File: src/rtl/pseudo_pll_pkg.sv
`timescale 1ms/1us
// pseudo_pll_pkg: shared constants and divisor helpers for the pseudo_pll slice.
// The optional lock indicator is enabled by the PSEUDO_PLL_LOCK_EN macro.
package pseudo_pll_pkg;

   localparam int unsigned DIV_MIN       = 2;
   localparam int unsigned DIV_WIDTH_DEF = 8;

   typedef struct packed {
      logic [31:0] div;
      logic [31:0] high;
   } div_cfg_t;

   // Divisors below DIV_MIN cannot produce both a high and a low phase.
   function automatic logic [31:0] sanitize_div(input logic [31:0] raw);
      return (raw < DIV_MIN) ? DIV_MIN : raw;
   endfunction

   function automatic logic [31:0] high_time(input logic [31:0] n);
      return n - (n >> 1);
   endfunction

   function automatic div_cfg_t div_cfg(input logic [31:0] raw);
      div_cfg_t cfg;
      cfg.div  = sanitize_div(raw);
      cfg.high = high_time(cfg.div);
      return cfg;
   endfunction

endpackage

File: src/rtl/pseudo_pll_div_cnt.sv
`timescale 1ms/1us
// pseudo_pll_div_cnt: phase counter and active divisor; div_i is taken only on the wrap edge.
// Shared by both PSEUDO_PLL_LOCK_EN builds unchanged.
module pseudo_pll_div_cnt
   import pseudo_pll_pkg::*;
#(
   parameter int unsigned DIV_WIDTH   = DIV_WIDTH_DEF,
   parameter int unsigned DEFAULT_DIV = 2
) (
   input  logic                 clk_i,
   input  logic                 rst_ni,
   input  logic                 en_i,
   input  logic [DIV_WIDTH-1:0] div_i,
   output logic [DIV_WIDTH-1:0] cnt_o,
   output logic [DIV_WIDTH-1:0] div_act_o,
   output logic [DIV_WIDTH-1:0] div_next_o,
   output logic                 wrap_o
);

   localparam logic [DIV_WIDTH-1:0] RST_DIV = DIV_WIDTH'(sanitize_div(32'(DEFAULT_DIV)));

   logic [DIV_WIDTH-1:0] cnt_q, cnt_d;
   logic [DIV_WIDTH-1:0] div_act_q, div_act_d;
   logic [DIV_WIDTH-1:0] div_san;
   logic                 wrap;

   assign div_san = DIV_WIDTH'(sanitize_div(32'(div_i)));
   assign wrap    = (cnt_q == (div_act_q - DIV_WIDTH'(1)));

   always_comb begin
      cnt_d     = cnt_q;
      div_act_d = div_act_q;
      if (!en_i) begin
         cnt_d     = '0;
         div_act_d = div_san;
      end else if (wrap) begin
         cnt_d     = '0;
         div_act_d = div_san;
      end else begin
         cnt_d = cnt_q + DIV_WIDTH'(1);
      end
   end

   always_ff @(posedge clk_i) begin
      if (!rst_ni) begin
         cnt_q     <= '0;
         div_act_q <= RST_DIV;
      end else begin
         cnt_q     <= cnt_d;
         div_act_q <= div_act_d;
      end
   end

   assign cnt_o      = cnt_q;
   assign div_act_o  = div_act_q;
   assign div_next_o = div_san;
   assign wrap_o     = wrap;

endmodule

File: src/rtl/pseudo_pll.sv
`timescale 1ms/1us
// pseudo_pll: integer clock divider with a registered, glitch-free clk_out.
// Define PSEUDO_PLL_LOCK_EN to add the locked output and its flop.
module pseudo_pll
   import pseudo_pll_pkg::*;
#(
   parameter int unsigned DIV_WIDTH   = DIV_WIDTH_DEF,
   parameter int unsigned DEFAULT_DIV = 2
) (
   input  logic                 clk_in,
   input  logic                 rst_n,
   input  logic                 en,
   input  logic [DIV_WIDTH-1:0] div_in,
`ifdef PSEUDO_PLL_LOCK_EN
   output logic                 locked,
`endif
   output logic                 clk_out
);

   logic [DIV_WIDTH-1:0] cnt;
   logic [DIV_WIDTH-1:0] div_act;
   logic [DIV_WIDTH-1:0] div_next;
   logic [DIV_WIDTH-1:0] high;
   logic                 wrap;
   logic                 clk_out_q, clk_out_d;

   pseudo_pll_div_cnt #(
      .DIV_WIDTH   (DIV_WIDTH),
      .DEFAULT_DIV (DEFAULT_DIV)
   ) u_div_cnt (
      .clk_i      (clk_in),
      .rst_ni     (rst_n),
      .en_i       (en),
      .div_i      (div_in),
      .cnt_o      (cnt),
      .div_act_o  (div_act),
      .div_next_o (div_next),
      .wrap_o     (wrap)
   );

   assign high = DIV_WIDTH'(high_time(32'(div_act)));

   always_comb begin
      clk_out_d = 1'b0;
      if (en) begin
         clk_out_d = (cnt < high);
      end
   end

   always_ff @(posedge clk_in) begin
      if (!rst_n) begin
         clk_out_q <= 1'b0;
      end else begin
         clk_out_q <= clk_out_d;
      end
   end

   assign clk_out = clk_out_q;

`ifdef PSEUDO_PLL_LOCK_EN
   logic locked_q, locked_d;

   // Lock is re-judged only at period boundaries: held if the next divisor matches.
   always_comb begin
      locked_d = locked_q;
      if (!en) begin
         locked_d = 1'b0;
      end else if (wrap) begin
         locked_d = (div_next == div_act);
      end
   end

   always_ff @(posedge clk_in) begin
      if (!rst_n) begin
         locked_q <= 1'b0;
      end else begin
         locked_q <= locked_d;
      end
   end

   assign locked = locked_q;
`else
   logic unused_div_next;
   assign unused_div_next = ^div_next;
`endif

endmodule

File: config.mk
export PLATFORM = sky130hd
export DESIGN_NAME = pseudo_pll
export DESIGN_NICKNAME = d
export VERILOG_FILES = /design/src/rtl/pseudo_pll_pkg.sv /design/src/rtl/pseudo_pll_div_cnt.sv /design/src/rtl/pseudo_pll.sv
export SDC_FILE = /design/constraint.sdc
export NUM_CORES = 1
export LEC_CHECK = 0
export BUFFER_PORTS_ARGS = -buffer_cell sky130_fd_sc_hd__buf_2
export CAP_MARGIN = 20
export CORE_MARGIN = 4
export CORE_UTILIZATION = 30
export CTS_BUF_LIST = sky130_fd_sc_hd__clkbuf_4
export DETAILED_ROUTE_END_ITERATION = 12
export PLACE_DENSITY = 0.56
export SETUP_SLACK_MARGIN = 0.3
export SYNTH_ARGS = -nofsm -noshare
export SYNTH_HDL_FRONTEND = slang
export SYNTH_SLANG_ARGS = --single-unit
File: constraint.sdc
create_clock -name clk_in -period 3.45 [get_ports clk_in]
set_input_delay 0.5175 -clock clk_in [delete_from_list [all_inputs] [get_ports clk_in]]
set_output_delay 0.5175 -clock clk_in [all_outputs]
set_load 0.03 [all_outputs]
* Word-level counts from Yosys, hierarchy flattened
Cells that the tools add are included.
** Word-level totals
- Bits in registers :: 17
- Bits in latches :: 0
- Memory bits (writable) :: 0
- ROM bits :: 0
- Bits of input ports :: 11
- Word-level logic and storage cells :: 17
- Memories kept :: 0
** Operators by class
- $add $sub $neg :: 3
- $mul :: 0
- Divide/modulo/power cells :: 0
- $lt $le $gt $ge :: 2
- Equal/unequal tests :: 2
- Shifts and indexed selects :: 0
- Multiplexer cells :: 3
- Bitwise operators :: 2
- Reductions and logical operators :: 2
** Operators with widths (number)
- two-way mux 8 bit :: 3
- adder 8 x 1 -> 8 bit, second input constant :: 1
- == test 8 bit :: 1
- less-than comparator 8 x 2 -> 1 bit, second input constant :: 1
- less-than comparator 8 bit :: 1
- subtractor 8 x 1 -> 8 bit, second input constant :: 1
- subtractor 8 x 7 -> 8 bit :: 1
- OR reduction 3 bit :: 1
- inequality test 2 x 1 -> 1 bit, second input constant :: 1
- NOT 1 bit :: 2
- AND reduction 2 bit :: 1

* Logic depth before layout (Yosys ltp)
Gate-level depths: netlist of run 1.
- Word-level depth :: 4
- Depth in mapped cells :: 14

* Hierarchy
A second synthesis of run 1 with hierarchy kept.
** Unflattened totals
- Cells, all modules :: 181
- Area total of the unflattened synthesis :: 1477.7 um^2
** By module, submodules not included
- pseudo_pll_div_cnt :: instances 1, cells each 118, area an instance 962.2 um^2, seq. area each 320.3 um^2
- pseudo_pll :: instances 1, cells each 63, area an instance 515.5 um^2, seq. area each 20.0 um^2

* Worst setup path after synthesis of run 1
No wires, ideal clock.
- Path kind :: reg-to-reg
- Start :: register u_div_cnt.div_act_q[2], in the netlist u_div_cnt.div_act_o[2]
- End :: register clk_out_q, in the netlist clk_out
- Library setup time :: 0.106 ns
- Arrival :: 2.452 ns
- Path slack :: 0.892 ns
- Stages on the path, launching flop included :: 12
- Path through :: dfxtp_1 bufinv_8 ha_1 o21ba_2 o21ai_0 a221oi_1 o21bai_1 a21oi_1 xnor2_1 ha_1 or4_1 o311ai_0
** On the way
- Cells in the longest elaborated chain, start to end :: 2
** RTL lines
- from (decl) :: line pseudo_pll_div_cnt.sv:23 : logic [DIV_WIDTH-1:0] div_act_q, div_act_d;
- from (signal assigned) :: line pseudo_pll_div_cnt.sv:50 : div_act_q <= div_act_d;
- subtractor 8 x 7 -> 8 bit :: line pseudo_pll_pkg.sv:20 : return n - (n >> 1);
- less-than comparator 8 bit :: line pseudo_pll.sv:46 : clk_out_d = (cnt < high);
- to (signal assigned) :: line pseudo_pll.sv:54 : clk_out_q <= clk_out_d;
- to (decl) :: line pseudo_pll.sv:25 : logic clk_out_q, clk_out_d;
Every way passes these cells.
A chain may end at the register's enable or synchronous reset.

* Worst setup path after layout of run 1
Ends and elaborated chain as after synthesis.

==> reports/results.txt, run 1 <==
Outcome -> finished, final reports clean
Comb pwr share -> 35.8%
Post-CTS Resized -> 0
Crit Reg-Reg Startpoint -> u_div_cnt.div_act_o[2]$_SDFFE_PN0P_
Final antenna-violating net count -> 0
First-pass GRT wire length -> 4600 um
Post-synth top area cell -> dfxtp_1
Post-route DRC violation count -> 0
Worst-case clock buffer depth -> 2
Yosys cell types -> 38
Area Overhead vs Synth -> 10.4%
Crit path time final -> 2.76 ns
Routed WL per cell -> 11.7 um
Fill cells -> 478
F_max -> 363 MHz
H-tree levels -> 1
Row cnt -> 24
Hold wc startpoint -> div_in[0]
Worst skew pair latency -> 0.29 ns
WP data required -> 3.64 ns
Vias per inst -> 4.60
Switch share -> 32.9%
Vias -> 989
Multi-input logic area -> 988 um2
Largest cells by area after synthesis -> dfxtp_1 (24%), ha_1 (21%), xnor2_1 (10%)
Endpoints failing setup -> 0
Layout cell share with drive strength beyond 1 -> 14.1%
Final HPWL DP -> 2130 um
Chip width -> 76.4 um
EDFF count, synth -> 0
IO Pins -> 12
Sequential area share after synthesis -> 24.3%
Total GRT Usage -> 9.68%
Port Buf Inserts -> 11
Critical path launch point type -> register
VDD IR-drop max -> 115 uV
RSZ-0062 raised after global routing -> no
R2R depth -> 11
Internal -> 0.000346 W
Placer Congestion -> 0.837
Crit path max fanout -> 5
Tightest Pin Transition -> 0.613 ns
Post-synth ARST share -> 0%
Number of antenna diodes -> 0
Slew Limit Fails -> 0
Sequential power share -> 42.3%
Synthesis Warnings -> 0
Top-count cell post-synth -> ha_1
Setup crit end kind -> register
Vias in the first global route -> 1,038
WHS Path Cells -> 3
Yosys top cell area share -> 24.3%
Hold EP -> u_div_cnt.div_act_o[0]$_SDFFE_PN0P_
Drt pass-1 iters -> 3
Die height -> 76.4 um
RR Endpoint -> clk_out$_SDFF_PN0_
Antenna violations before repair -> 0
Routed WL -> 2520 um
CORE AREA -> 4440 um2
Post-Route Setup TNS -> 0 ns
Area occupied by registers -> 340 um2
Iter 0 DRT Violations -> 23
Initial Util -> 31.6%
Die area -> 5830 um2
Placed insts -> 211
Relative slew slack -> 59.0%
Setup CP Type -> register to register
Mapped cell area -> 1400 um2
NetSw -> 0.000170 W
R2R Setup Slk -> 0.69 ns
Post-Syn Nets -> 184
Syn Area/Cell -> 9.41 um2
Post-CTS repair timing setup buffer count -> 0
CTS tree -> built
Grt ovf -> 0
#FFs+latches synth -> 17
HP Class -> input port to register
Period utilisation layout -> 79.9%
Clock transition at the registers of the reported paths -> 0.09 ns
Root Buffer -> clkbuf_4
Clock share of power -> 21.9%
Total CTS buffers -> 3
Worst Skew -> 0.000886 ns
Sink Count -> 17
Pwr dens -> 333 nW/um2
Final hold violation count -> 0
Max Cap Viol -> 0
Non-Filler Instances -> 215
Synth Instances -> 149
Hold buffers post-CTS -> 0
Post-synth top cells -> ha_1 (23), dfxtp_1 (17), xnor2_1 (16)
Largest net degree at the start of global routing -> 12
Final net count -> 199
Synth Flop Type -> dfxtp_1
Pleak -> 0.674 nW
Worst Path Arrival -> 2.95 ns
[final cells by class]
cell class / count / share of cell area, %
clock buffers: 4 / 1.94
repair buffers: 11 / 3.55
inverters: 15 / 4.52
multi-input cells: 116 / 63.8
flip-flops and latches: 17 / 22.0
well taps: 52 / 4.20
[cells in the final DEF (no fill, tap or decap), drive strengths merged, types with 2 or more instances in the layout]
cell,count
ha,23
dfxtp,17
xnor2,17
inv,14
nor2,11
buf,11
xor2,9
nand3,8
mux2i,5
nor2b,5
o21ai,4
nand2,4
clkbuf,4
a21oi,3
nand2b,3
or4,3
a21boi,3
a21o,2
o41ai,2
and3,2
[power groups by stage]
stage	registers (W)	clock network, W	logic (W)
CTS	0.000219	0.000122	0.000187
detailed placement	0.000223	0	0.000187
floorplan	0.000224	0	0.000145
finish	0.000218	0.000113	0.000184
global route	0.000220	0.000129	0.000215
global placement	0.000223	0	0.000186
[through the flow]
stage	total power [W]	hold slack (ns)	setup slack, ns	util (%)	cell area, um2
4_1_cts	0.000528	0.447	0.678	34.9	1550
6_report	0.000515	0.460	0.693	34.9	1550
2_1_floorplan	0.000369	0.442	0.892	-	1400
3_3_place_gp	0.000409	0.465	0.739	34.2	1520
5_1_grt	0.000564	0.465	0.468	34.9	1550
3_5_place_dp	0.000410	0.469	0.706	34.2	1520
[worst max-delay path, stage by stage (launching register included)]
cell and delay, ns:
dfxtp_1 0.37, bufinv_8 0.21, ha_1 0.26, o21ba_2 0.20, o21ai_0 0.27, a221oi_1 0.17
o21bai_1 0.16, a21oi_1 0.09, xnor2_1 0.13, ha_1 0.20, or4_1 0.51, o311ai_0 0.09
[metal layers]
metal,global-route usage (%),routed length [um]
met1,13.7,1420
met2,14.6,979
met3,3.31,111
met4,1.09,13
met5,0,0
[flip-flops by register name (all words and copies together) (netlist names)]
name / count
clk_out: 1
u_div_cnt.cnt_o: 8
u_div_cnt.div_act_o: 8
[worst max-delay path by stage]
stage | start | to | slack, ns | cells after the start
finish | u_div_cnt.div_act_o[2]$_SDFFE_PN0P_ | clk_out$_SDFF_PN0_ | 0.69 | 11
global route | u_div_cnt.div_act_o[1]$_SDFFE_PN1P_ | clk_out$_SDFF_PN0_ | 0.47 | 11
CTS | u_div_cnt.div_act_o[2]$_SDFFE_PN0P_ | clk_out$_SDFF_PN0_ | 0.68 | 11
detailed placement | u_div_cnt.div_act_o[2]$_SDFFE_PN0P_ | clk_out$_SDFF_PN0_ | 0.71 | 11
global placement | u_div_cnt.div_act_o[0]$_SDFFE_PN0P_ | clk_out$_SDFF_PN0_ | 0.74 | 13
floorplan | u_div_cnt.div_act_o[2]$_SDFFE_PN0P_ | clk_out$_SDFF_PN0_ | 0.89 | 11
[cells by family after synthesis]
group	share of synthesized area (%)
AND/OR/NAND/NOR	15.1
AO/OA/AOI/OAI	12.6
adder cells (fa/ha/maj)	21.9
buffers and inverters	5.26
XOR/XNOR	17.3
flip-flops	24.3
multiplexers	3.57
No activity file was read; power rests on OpenSTA's default activity.
==> run 2: changes to the inputs <==
- ABC_AREA: default -> 1
- clock period: 3.45 -> 2.79 ns (I/O delays scaled with it)
==> run 2 against run 1 <==
Wire length up 22%. Flip-flop and latch count is the same. Critical path type unchanged. Die area grew 8.2%. Hold slack lost 0.12 ns. Non-clock buffer count unchanged. Combinational power rose by 32%. Area after synthesis rose by 9.2%. Largest cell class unchanged. Sequential share of layout area shrank 1.4 points. Total power grew 27%. Clock skew grew 0.0055 ns.
==> reports/results.txt, run 2 <==
RSZ-0062 raised after global routing -> no
Yosys cell types -> 29
Post-route DRC violation count -> 0
Placer Congestion -> 0.791
Worst skew pair latency -> 0.31 ns
Slew Limit Fails -> 0
HP Class -> input port to register
Max Cap Viol -> 0
Worst Skew -> 0.00641 ns
Vias -> 1,327
Synthesis Warnings -> 0
Final cell utilization of the core -> 34.2%
VDD IR-drop max -> 179 uV
Uppermost routed layer -> met4
Antenna violations before repair -> 0
Total CTS buffers -> 3
DRT met1 WL -> 1580 um
F_max -> 442 MHz
Tightest Pin Transition -> 0.357 ns
Vias in the first global route -> 1,342
Crit path time final -> 2.26 ns
WP data required -> 3.03 ns
Syn Area/Cell -> 6.90 um2
Worst-case clock buffer depth -> 2
Final antenna-violating net count -> 0
Yosys top cell area share -> 22.2%
Port Buf Inserts -> 11
Row cnt -> 25
Number of antenna diodes -> 0
Largest net degree at the start of global routing -> 19
Post-Syn Nets -> 257
Synth Flop Type -> dfxtp_1
Top-count cell post-synth -> nand2_1
Drt pass-1 iters -> 4
Wire length on met2 -> 1340 um
Post-synth top cells -> nand2_1 (57), inv_1 (27), nor2_1 (26)
Final net count -> 268
Grt ovf -> 0
Setup CP Type -> register to register
Pleak -> 0.844 nW
Final WS setup -> 0.529 ns
Die height -> 79.5 um
Area Overhead vs Synth -> 8.33%
Synth Instances -> 222
#FFs+latches synth -> 17
Die area -> 6310 um2
Iter 0 DRT Violations -> 90
Mapped cell area -> 1530 um2
Commonest non-fill, non-tap cell in the layout -> nand2_1
CORE AREA -> 4850 um2
CTS tree -> built
Worst Path Arrival -> 2.50 ns
Relative slew slack -> 76.1%
Post-Route Setup TNS -> 0 ns
Hold WS -> 0.342 ns
Largest cells by area after synthesis -> dfxtp_1 (22%), ha_1 (19%), nand2_1 (14%)
Crit path max fanout -> 4
Outcome -> finished, final reports clean
IO Pins -> 12
Setup crit end kind -> register
H-tree levels -> 1
Routed WL per cell -> 10.3 um
Total GRT Usage -> 11.4%
Chip width -> 79.5 um
Sink Count -> 17
Final HPWL DP -> 2530 um
Period utilisation layout -> 81.1%
EDFF count, synth -> 0
First-pass GRT wire length -> 5730 um
Routed WL -> 3080 um
Most frequent cells in the layout -> nand2_1 (57), nor2_1 (26), inv_1 (25)
Pwr dens -> 395 nW/um2
Wire length on met3 -> 118 um
Endpoints failing setup -> 0
Root Buffer -> clkbuf_4
Initial Util -> 31.6%
Post-synth top area cell -> dfxtp_1
Pre-CTS setup slack -> 0.409 ns
Layout cell share with drive strength beyond 1 -> 12.5%
Post-synth ARST share -> 0%
Critical path launch point type -> register
Clock transition at the registers of the reported paths -> 0.12 ns
Final hold violation count -> 0
Vias per inst -> 4.44
Sequential area share after synthesis -> 22.2%
==> run 2: cell count changes after synthesis, moves of 9 or more <==
cell	change
a21oi_1	+9
nor2_1	+15
nand2_1	+53
inv_1	+13
xnor2_1	-12
nand3_1	+14
==> run 2: area by class of cell <==
type,instances,area [um2]
fill,531,3190
multi-input combinational,170,1040
sequential,17,342
inverter,30,113
tap,67,83.8
timing repair buffer,11,55.1
clock buffer,3,22.5
clock inverter,1,5.00
==> run 2: what timing repair did <==
| item | in CTS | in global routing |
|---|---|---|
| hold buffers | 0 | 0 |
| gates resized for setup | 0 | 5 |
| endpoints found under the setup margin | 0 | 1 |
| setup buffers | 0 | 0 |
==> run 2: kinds of logic after synthesis <==
family	share of synthesized area (%)
XOR/XNOR	8.01
buffers and inverters	10.2
AND/OR/NAND/NOR	32.8
adder cells (fa/ha/maj)	20.1
AO/OA/AOI/OAI	6.62
flip-flops	22.2
==> run 2: path summary, 6_finish.rpt <==
| kind | endpoint | slack, ns | cells after the start | startpoint |
|---|---|---|---|---|
| worst max-delay path | clk_out$_SDFF_PN0_ | 0.53 | 13 | u_div_cnt.div_act_o[0]$_SDFFE_PN0P_ |
| worst min register to register | u_div_cnt.cnt_o[0]$_SDFF_PP0_ | 0.51 | 1 | u_div_cnt.cnt_o[0]$_SDFF_PP0_ |
| worst min-delay path | u_div_cnt.div_act_o[2]$_SDFFE_PN0P_ | 0.34 | 3 | div_in[2] |
| worst max register to register | clk_out$_SDFF_PN0_ | 0.53 | 13 | u_div_cnt.div_act_o[0]$_SDFFE_PN0P_ |
==> run 2: stage by stage <==
step           area, um2  std cells  total power, W
2_1_floorplan       1530        222        0.000465
3_3_place_gp        1630        295        0.000512
3_5_place_dp        1630        295        0.000515
4_1_cts             1650        299        0.000664
5_1_grt             1660        299        0.000722
6_report            1660        299        0.000656
==> run 2: worst max-delay path, stage by stage, from the launching register on <==
cell	delay (ns)
dfxtp_1	0.38
inv_2	0.11
ha_1	0.17
inv_1	0.05
fa_1	0.41
nand2_1	0.12
nand2_1	0.06
nand2_1	0.08
a21oi_1	0.07
nor2_1	0.11
xor2_1	0.08
ha_1	0.18
a211o_1	0.25
a31oi_1	0.13
==> run 2: metal layers <==
metal	vias up	GRT usage (%)
li1	721	-
met5	-	0
met2	22	18.4
met4	0	4.12
met3	5	2.03
met1	579	15.0
==> run 2: report_power, final <==
| group | switching, W | leakage, nW | internal [W] |
|---|---|---|---|
| sequential | 0.0000132 | 0.139 | 0.000255 |
| clock | 0.0000918 | 0.0177 | 0.0000536 |
| combinational | 0.000145 | 0.687 | 0.0000968 |
==> run 3: changes to the inputs <==
- ABC_AREA: 1 -> 0
- clock period: 2.79 -> 2.35 ns (I/O delays scaled with it)
==> run 3 against run 2 <==
The run now ends with setup timing left. Clock power rose by 19%. Combinational power rose by 63%. Clock skew barely moved. Via count fell by 16%. Cell count fell by 22%. Cell area rose by 14%. Non-clock buffer count rose by 19. First-iteration DRC count fell by 72%. Flip-flop and latch count did not move. Utilization rose by 8.3 points. Die area fell by 7.6%. Fmax fell by 7.2%. Critical path type unchanged. Largest power group is now combinational cells.
==> reports/results.txt, run 3 (synthesis gave the netlist of run 1 again) <==
Post-route DRC violation count -> 0
Layout cell share with drive strength beyond 1 -> 42.9%
Vias -> 1,110
CORE AREA -> 4440 um2
Post-Route Setup TNS -> -0.0858 ns
Max Cap Viol -> 0
Crit path max fanout -> 4
Iter 0 DRT Violations -> 25
Most frequent cells in the layout -> buf_4 (18), ha_1 (17), xnor2_1 (13), dfxtp_1 (13), buf_2 (11)
CP peak stage delay -> 0.54 ns
VDD IR-drop max -> 218 uV
Final net count -> 218
Routed WL -> 3070 um
Period utilisation layout -> 104%
Total CTS buffers -> 3
Critical Path, Cell by Cell -> inv_2 > ha_4 > o21ba_4 > o21ai_2 > a221oi_2 > o21bai_1 > a21oi_2 > xnor2_1 > ha_2 > or4_1 > o311ai_2
Slew Limit Fails -> 0
Final antenna-violating net count -> 0
Tightest Pin Transition -> 0.601 ns
Setup CP Type -> register to register
Final hold violation count -> 0
Total GRT Usage -> 11.1%
Worst Skew -> 0.00598 ns
Root Buffer -> clkbuf_4
Failing checks -> setup timing
Largest net degree at the start of global routing -> 12
Setup crit end kind -> register
Placer Congestion -> 0.806
Placed insts -> 230
Worst-case clock buffer depth -> 2
Pwr dens -> 466 nW/um2
WP data required -> 2.56 ns
CTS tree -> built
Initial Util -> 31.6%
CP top delay family -> compound AO/OA/AOI/OAI gates
H-tree levels -> 1
Area Overhead vs Synth -> 34.8%
Vias in the first global route -> 1,181
IO Pins -> 12
Post-CTS repair timing setup buffer count -> 0
Clock transition at the registers of the reported paths -> 0.10 ns
Die area -> 5830 um2
Grt ovf -> 0
First-pass GRT wire length -> 5310 um
Hold WS -> 0.282 ns
Worst Path Arrival -> 2.64 ns
Pleak -> 0.802 nW
Crit path time final -> 2.44 ns
Final WS setup -> -0.0858 ns
Sink Count -> 17
Outcome -> complete, but fails checks
Slowest CP cell -> or4_1
Number of antenna diodes -> 0
Fill cells -> 447
Hold buffers post-CTS -> 0
Worst skew pair latency -> 0.30 ns
HP Class -> input port to register
RSZ-0062 raised after global routing -> yes
Final HPWL DP -> 2530 um
Die height -> 76.4 um
Buf+Inv Stages, Crit Path -> 1
Endpoints failing setup -> 1
Non-Filler Instances -> 234
Pre-CTS setup slack -> -0.0741 ns
Critical path launch point type -> register
Port Buf Inserts -> 11
Final cell utilization of the core -> 42.5%
Vias per inst -> 4.74
Chip width -> 76.4 um
Relative slew slack -> 59.4%
F_max -> 411 MHz
Drt pass-1 iters -> 3
Routed WL per cell -> 13.1 um
Antenna violations before repair -> 0
Row cnt -> 24
Commonest non-fill, non-tap cell in the layout -> buf_4
-- run 3: worst register-to-register path, cell delays in order (launching register included) --
cell      delay (ns)
dfxtp_4         0.39
inv_2           0.06
ha_4            0.26
o21ba_4         0.13
o21ai_2         0.06
a221oi_2        0.28
o21bai_1        0.13
a21oi_2         0.14
xnor2_1         0.09
ha_2            0.20
or4_1           0.54
o311ai_2        0.08
-- run 3: area by class of cell --
cell class / count / area, um2 / share of cell area [%]
multi-input cells: 116 / 1180 / 62.4
well taps: 52 / 65.1 / 3.44
inverters: 15 / 63.8 / 3.38
clock buffers: 4 / 30.0 / 1.59
flip-flops and latches: 17 / 350 / 18.5
repair buffers: 30 / 201 / 10.7
-- run 3: path summary, 6_finish.rpt --
kind | from | end | slack, ns | cells past startpoint
hold / removal | div_in[0] | u_div_cnt.div_act_o[0]$_SDFFE_PN0P_ | 0.28 | 3
setup reg to reg | u_div_cnt.div_act_o[1]$_SDFFE_PN1P_ | clk_out$_SDFF_PN0_ | -0.09 | 11
hold reg to reg | u_div_cnt.cnt_o[0]$_SDFF_PP0_ | u_div_cnt.cnt_o[0]$_SDFF_PP0_ | 0.50 | 1
setup / recovery | u_div_cnt.div_act_o[1]$_SDFFE_PN1P_ | clk_out$_SDFF_PN0_ | -0.09 | 11
-- run 3: metrics by stage --
stage	power [W]	instance area [um2]
after floorplan	0.000568	1480
after global placement	0.000664	1740
after detailed placement	0.000677	1740
after CTS	0.000866	1810
after global routing	0.000954	1890
final	0.000881	1890
-- run 3: metal layers --
layer / global-route usage [%] / up-vias / wire [um]
met5: 0 / - / 0
met4: 2.72 / 0 / 15
met3: 3.78 / 2 / 111
met2: 18.5 / 15 / 1480
met1: 13.8 / 513 / 1470
li1: - / 580 / -
-- run 3: power by group --
part           leakage [nW]  total, W  switching [W]  internal, W
clock                0.0184  0.000172      0.0000943    0.0000776
sequential            0.141  0.000315      0.0000120     0.000303
combinational         0.643  0.000394       0.000194     0.000201
total                 0.802  0.000881       0.000300     0.000581
-- run 3: what timing repair did --
action | 4_1_cts | 5_1_grt
resized for setup | 11 | 17
endpoints found under the setup margin | 17 | 17
pin swaps | 10 | 12
